`config.mk`:
```
export PLATFORM = sky130hd
export DESIGN_NAME = anton_neopixel_bit_encoder
export DESIGN_NICKNAME = d
export VERILOG_FILES = /design/src/rtl/anton_neopixel_bit_encoder.sv
export SDC_FILE = /design/constraint.sdc
export NUM_CORES = 1
export LEC_CHECK = 0
export ABC_AREA = 1
export BUFFER_PORTS_ARGS = -buffer_cell sky130_fd_sc_hd__buf_2
export CAP_MARGIN = 40
export CORE_MARGIN = 1.5
export CORE_UTILIZATION = 45
export DETAILED_ROUTE_END_ITERATION = 16
export PLACE_DENSITY = 0.71
export REMOVE_ABC_BUFFERS = 1
export SETUP_SLACK_MARGIN = 0.05
export SYNTH_ARGS = -nofsm -noshare
export SYNTH_HDL_FRONTEND = slang
export SYNTH_SLANG_ARGS = --single-unit
```
`constraint.sdc`:
```
create_clock -name clk6_4mhz -period 1.7 [get_ports clk6_4mhz]
set_input_delay 0.255 -clock clk6_4mhz [delete_from_list [all_inputs] [get_ports clk6_4mhz]]
set_output_delay 0.255 -clock clk6_4mhz [all_outputs]
set_load 0.01 [all_outputs]
```
`src/rtl/anton_neopixel_bit_encoder.sv`:
```
// ---------------------------------------------------------------------------
// anton_neopixel_bit_encoder
//
// Purpose
//   Turns pixel buffer bytes into the NeoPixel one-wire waveform. Each bit is
//   eight sub-bit ticks long. The line is high for T0H_TICKS ticks for a 0
//   and for T1H_TICKS ticks for a 1. The MSB goes out first. The upstream
//   stream logic owns the bit/tick counters; this block only fetches the byte,
//   shifts it out and shapes the line.
//
// Ports
//   clk6_4mhz     in   sole clock, one tick per sub-bit step
//   rst           in   synchronous active-high reset
//   streamOutput  in   upstream is transmitting
//   streamReset   in   upstream is in the reset/latch gap
//   bitPatternIx  in   sub-bit tick 0..7
//   pixelBitIx    in   bit within the byte 0..7 (MSB first)
//   pixelIxComb   in   buffer address of the byte being sent
//   regCtrlInvert in   invert the physical line polarity
//   underrunClr   in   clears the underrun sticky flag
//   ramReq        out  byte read request to the buffer arbiter
//   ramAddr       out  byte address of the read
//   ramAck        in   ramData is valid this cycle
//   ramData       in   read data
//   neoData       out  registered serial line
//   underrun      out  sticky: a byte was not delivered in time
//   bytesSent     out  bytes fully transmitted since reset (wraps)
//
// Fetch FSM
//   state      | meaning
//   FETCH_IDLE | no read outstanding; a read starts on tick 0 of bit 0
//   FETCH_WAIT | read outstanding, waiting for ramAck until end of tick 1
// ---------------------------------------------------------------------------

`ifndef BUFFER_END_DEFAULT
`define BUFFER_END_DEFAULT 63
`endif

`ifndef CLOG2
`define CLOG2(x) $clog2(x)
`endif

module anton_neopixel_bit_encoder #(
    parameter int BUFFER_END  = `BUFFER_END_DEFAULT,
    parameter int T0H_TICKS   = 2,
    parameter int T1H_TICKS   = 5,
    localparam int BUFFER_BITS = `CLOG2(BUFFER_END + 1)
) (
    input  logic                   clk6_4mhz,
    input  logic                   rst,
    input  logic                   streamOutput,
    input  logic                   streamReset,
    input  logic [2:0]             bitPatternIx,
    input  logic [2:0]             pixelBitIx,
    input  logic [BUFFER_BITS-1:0] pixelIxComb,
    input  logic                   regCtrlInvert,
    input  logic                   underrunClr,
    output logic                   ramReq,
    output logic [BUFFER_BITS-1:0] ramAddr,
    input  logic                   ramAck,
    input  logic [7:0]             ramData,
    output logic                   neoData,
    output logic                   underrun,
    output logic [15:0]            bytesSent
);

    typedef enum logic {
        FETCH_IDLE = 1'b0,
        FETCH_WAIT = 1'b1
    } fetch_state_t;

    // Tick thresholds widened by one bit so the compare never wraps.
    localparam logic [3:0] T0H_W = 4'(T0H_TICKS);
    localparam logic [3:0] T1H_W = 4'(T1H_TICKS);

    fetch_state_t           r_fetch_state;
    fetch_state_t           w_fetch_next;

    logic [BUFFER_BITS-1:0] r_ram_addr;
    logic [7:0]             r_shreg;
    logic                   r_neo;
    logic                   r_underrun;
    logic [15:0]            r_bytes_sent;

    logic                   w_active;
    logic                   w_fetch_start;
    logic                   w_ram_req;
    logic [BUFFER_BITS-1:0] w_ram_addr;
    logic                   w_addr_load;
    logic                   w_shreg_load;
    logic [7:0]             w_shreg_value;
    logic                   w_underrun_set;
    logic                   w_shift;
    logic                   w_byte_done;
    logic                   w_raw;

    assign w_active      = streamOutput && !streamReset;
    assign w_fetch_start = !rst && w_active &&
                           (pixelBitIx == 3'd0) && (bitPatternIx == 3'd0);
    assign w_shift       = streamOutput && (bitPatternIx == 3'd7);
    assign w_byte_done   = streamOutput && (pixelBitIx == 3'd7) &&
                           (bitPatternIx == 3'd7);

    // Ticks 0 and 1 are high for either bit value, so the byte only has to be
    // in the shift register by the end of tick 1.
    assign w_raw = w_active &&
                   (({1'b0, bitPatternIx} < T0H_W) ||
                    (({1'b0, bitPatternIx} < T1H_W) && r_shreg[7]));

    always_ff @(posedge clk6_4mhz) begin
        if (rst) begin
            r_fetch_state <= FETCH_IDLE;
        end else begin
            r_fetch_state <= w_fetch_next;
        end
    end

    // The request is raised combinationally on tick 0 so that an arbiter
    // answering in the same cycle still lands the byte in time.
    always_comb begin
        w_fetch_next   = r_fetch_state;
        w_ram_req      = 1'b0;
        w_ram_addr     = r_ram_addr;
        w_addr_load    = 1'b0;
        w_shreg_load   = 1'b0;
        w_shreg_value  = ramData;
        w_underrun_set = 1'b0;

        case (r_fetch_state)
            FETCH_IDLE: begin
                if (w_fetch_start) begin
                    w_ram_req   = 1'b1;
                    w_ram_addr  = pixelIxComb;
                    w_addr_load = 1'b1;
                    if (ramAck) begin
                        w_shreg_load = 1'b1;
                    end else begin
                        w_fetch_next = FETCH_WAIT;
                    end
                end
            end
            FETCH_WAIT: begin
                w_ram_req = 1'b1;
                if (ramAck) begin
                    w_shreg_load = 1'b1;
                    w_fetch_next = FETCH_IDLE;
                end else if (!streamOutput) begin
                    // Upstream stopped mid-fetch: abandon quietly, keep shreg.
                    w_fetch_next = FETCH_IDLE;
                end else if (bitPatternIx == 3'd1) begin
                    // Out of time: send a dark byte and flag it.
                    w_shreg_load   = 1'b1;
                    w_shreg_value  = 8'h00;
                    w_underrun_set = 1'b1;
                    w_fetch_next   = FETCH_IDLE;
                end
            end
            default: begin
                w_fetch_next = FETCH_IDLE;
            end
        endcase
    end

    always_ff @(posedge clk6_4mhz) begin
        if (rst) begin
            r_ram_addr   <= '0;
            r_shreg      <= 8'h00;
            r_neo        <= regCtrlInvert;
            r_underrun   <= 1'b0;
            r_bytes_sent <= 16'h0000;
        end else begin
            if (w_addr_load) begin
                r_ram_addr <= pixelIxComb;
            end

            if (w_shreg_load) begin
                r_shreg <= w_shreg_value;
            end else if (w_shift) begin
                r_shreg <= {r_shreg[6:0], 1'b0};
            end

            // Set wins over a simultaneous clear so no underrun is lost.
            if (w_underrun_set) begin
                r_underrun <= 1'b1;
            end else if (underrunClr) begin
                r_underrun <= 1'b0;
            end

            if (w_byte_done) begin
                r_bytes_sent <= r_bytes_sent + 16'd1;
            end

            r_neo <= w_raw ^ regCtrlInvert;
        end
    end

    assign ramReq    = w_ram_req;
    assign ramAddr   = w_ram_addr;
    assign neoData   = r_neo;
    assign underrun  = r_underrun;
    assign bytesSent = r_bytes_sent;

endmodule

```
==> reports/results.txt <==
In the global route stage, met2 resource usage came out at 29.4%. After synthesis the cells add up to 1770 sq um. The number of antenna diodes in the final layout is 0.

The port buffer count was 51. The delay contributed by the slowest stage of the critical path is 350 ps. The final setup TNS was 0 ps. The share of the cycle needed by the critical path after routing is 88.9%, and the number of optimization iterations in the first detailed-route pass is 4.

During I/O placement, the number of pins put on the boundary was 52. Dividing the detail-routed wire length by the instance count gives 10.5 microns. Setup repair after global routing left no endpoint under its margin. The congestion estimate from routability-driven global placement came to 0.811. Among the stages of the critical path, the cell type that occurs most often is nand2_1. The clock drives 33 sinks.

The tools report the number of DRC markers after the initial detailed-route iteration as 121. Relative to the synthesized area, the layout overhead comes to 21.4%. The flow ran to the end, and the final reports show no timing, DRC or antenna violations. After global routing, the most crowded layer is met2. Sequential elements use 37.2% of the synthesized area.

The count of endpoints failing hold in the final timing report was 0. After the last flow step, the layout net total stands at 340. Synthesis handed over a netlist of 258 instances.

Data on the critical path is required at its endpoint by 1440 ps. Counting along the longest clock path gives a buffer depth of 2. Measured against its own limit, the worst slew margin works out to 79.6%. For this configuration, the core starts out at a cell density of 47.7%.

The residual overflow from global routing was 0. The floorplan step set the die height to 65.8 microns. Counting the fill cells in the layout gives 392. The number of enable flip-flop cells after synthesis was 0; the post-place instance area was 2060 sq um. The tools report the leakage power summed over all cells as 1.08 nW. Buffers inserted to repair hold after CTS numbered 0. The detailed-route via count came out at 1691. The tools report the final-report max-slew violation count as 0. The pin slew with the least headroom to its limit came out at 306 ps. TritonCTS built the clock tree. The first-pass GRT wire length was 6340 microns; the count of nets left with antenna violations after detail routing was 0. Using the TritonRoute via totals, the vias-per-cell ratio works out to 4.70. STA classifies the critical path endpoint as an output port. The die covers 4330 sq um.

Highest clock frequency the design can meet: 661 MHz. The via count of the first global-routing pass was 1471. In this run, synthesis produced a sequential element count of 33. The tools report the kind of start point of the critical path as a register.

Walking the worst path, the cells encountered are nor3_4 > inv_1 > nand2_1 > nand2_1 > buf_2. Yosys printed 0 warnings. The worst setup path is of the reg -> out kind.

The number of buffers created by CTS is 5, and the highest fanout seen on the critical path is 6. The number of endpoints failing setup at the final stage is 0, and the chip width is 65.8 microns. Number of antenna violations at the first check in global routing: 0. The fraction of synthesis flops using an asynchronous set or reset pin was 0%. The finished cells cover 2150 sq um.

Type of the worst min-delay path: in -> reg. Counting distinct cell types in the post-synthesis netlist gives 35. The slowest cell on the critical path was dfxtp_1. The power density over cell area is 689 nW/um^2, and the post-route minimum period is 1510 ps.

Max-cap violations in this run came to 0. The root buffer cell chosen for the clock tree is clkbuf_8. Global routing consumed, on the met3 layer, 5.96% of the routing resources. The core region is 3720 sq um.

The total global routing track utilization came out at 19.2%. In the global route stage, met1 resource usage came out at 25.0%. The share of post-route cells with drive strength above 1 is 26.3%. The arrival time reported for the critical path endpoint is 1260 ps, and the placed wire-length estimate after detailed placement is 2800 microns.

The floorplan has 22 rows. At the later pin of the worst-skew pair, clock insertion delay measures 280 ps. After detailed routing, the number of remaining DRC violations is 0. The logs give 19 for the maximum number of pins on one net before global-route repair and 0.000383 V for the maximum VDD drop. The number of H-tree levels is 2. The total wire length after detailed routing was 3770 microns; the synthesized area divided by synthesized cell count was 6.88 sq um. The post-CTS clock slew at the launch and capture registers of the worst setup and hold paths is 60 ps. Flip-flop cell with the highest count after synthesis: dfxtp_1. For the final database, setup skew stands at 3.98 ps.
## flip-flops by register name (all words and copies together) (netlist names)
signal	count
neoData	1
bytesSent	16
r_ram_addr	6
underrun	1
r_fetch_state	1
r_shreg	8
## power breakdown
part | switching [W] | leakage (nW) | internal [W]
logic | 0.0000654 | 0.768 | 0.0000472
registers | 0.00000253 | 0.267 | 0.000781
clock network | 0.000266 | 0.0443 | 0.000321
## synth_stat cells, types with 4 or more instances
cell      instances  area share (%)
nor2_4            4             2.5
nand3_1          20             5.6
nand3b_1          4             1.7
nand2_1          69              15
nor3_1            5             1.4
dfxtp_1          33              37
a21oi_1          15             4.2
nor2_1           32             6.8
inv_1            29             6.1
o21ai_0           8             2.3
## layer usage
layer | vias up | wire (microns) | share of wire [%]
li1 | 926 | - | -
met1 | 724 | 1860 | 49
met4 | 0 | 53 | 1.4
met3 | 5 | 197 | 5.2
met5 | - | 0 | 0
met2 | 36 | 1670 | 44
## timing repair
action / in CTS / in global routing
gates resized for setup: 0 / 1
setup endpoints to repair: 0 / 1
buffers inserted: 0 / 0
## critical path, delay by kind of cell, from the launching register on
family / cells / cell delay [ps]
AND/OR/NAND/NOR: 3 / 360
flip-flops: 1 / 350
buffers and inverters: 2 / 260
## cell usage in the layout (no fill, tap or decap), types with 2 or more instances in the layout
cell | netlist | final
buf_2 | 1 | 51
dfxtp_1 | 33 | 33
clkbuf_8 | 0 | 6
buf_4 | 1 | 4
inv_1 | 29 | 29
inv_2 | 2 | 2
nand2_2 | 3 | 3
xnor2_1 | 3 | 3
nand3_2 | 2 | 2
nor3_1 | 5 | 5
a21oi_1 | 15 | 15
nand4_1 | 3 | 3
o21ai_0 | 8 | 8
nand3b_1 | 4 | 4
nor2_1 | 32 | 32
nor2_2 | 3 | 2
nor2_4 | 4 | 5
nand3_1 | 20 | 20
nand2_1 | 69 | 69
## logic make-up (layout without fill, tap and decap cells)
kind of cell	after synthesis	after routing	share of synthesized area [%]
and+or+nand+nor	150	150	39.9
buffers and inverters	41	95	10.4
DFF	33	33	37.2
AOI/OAI and AO/OA	30	30	10.3
xor gates and xnor gates	3	3	1.48
adders and majority gates	1	1	0.705
## metrics by stage
stage | power (W) | std cells | utilization [%] | setup slack, ps | hold WS (ps)
after floorplan | 0.000850 | 250 | - | 365 | 324
after global placement | 0.000914 | 353 | 55.5 | 224 | 449
after detailed placement | 0.000914 | 353 | 55.5 | 218 | 458
after CTS | 0.00151 | 360 | 57.8 | 168 | 154
after global routing | 0.00155 | 360 | 57.9 | 62.0 | 163
final | 0.00148 | 360 | 57.9 | 188 | 164
## layout make-up
class	count	area (sq um)	share of cell area (%)
Multi-Input combinational cell	184	935	43.4
Inverter	33	126	5.87
Sequential cell	33	661	30.7
Clock buffer	7	86.3	4.01
Timing Repair Buffer	55	285	13.2
Tap cell	48	60.1	2.79
## path summary, 6_finish.rpt
check                     start       endpoint  slack (ps)  cells past startpoint
setup / recovery  r_fetch_state     ramAddr[2]         190                      5
setup reg to reg   bytesSent[0]  bytesSent[14]         290                      8
hold / removal    regCtrlInvert        neoData         160                      2
hold reg to reg   r_ram_addr[3]  r_ram_addr[3]         470                      2
(Power assumes the default switching activity.)
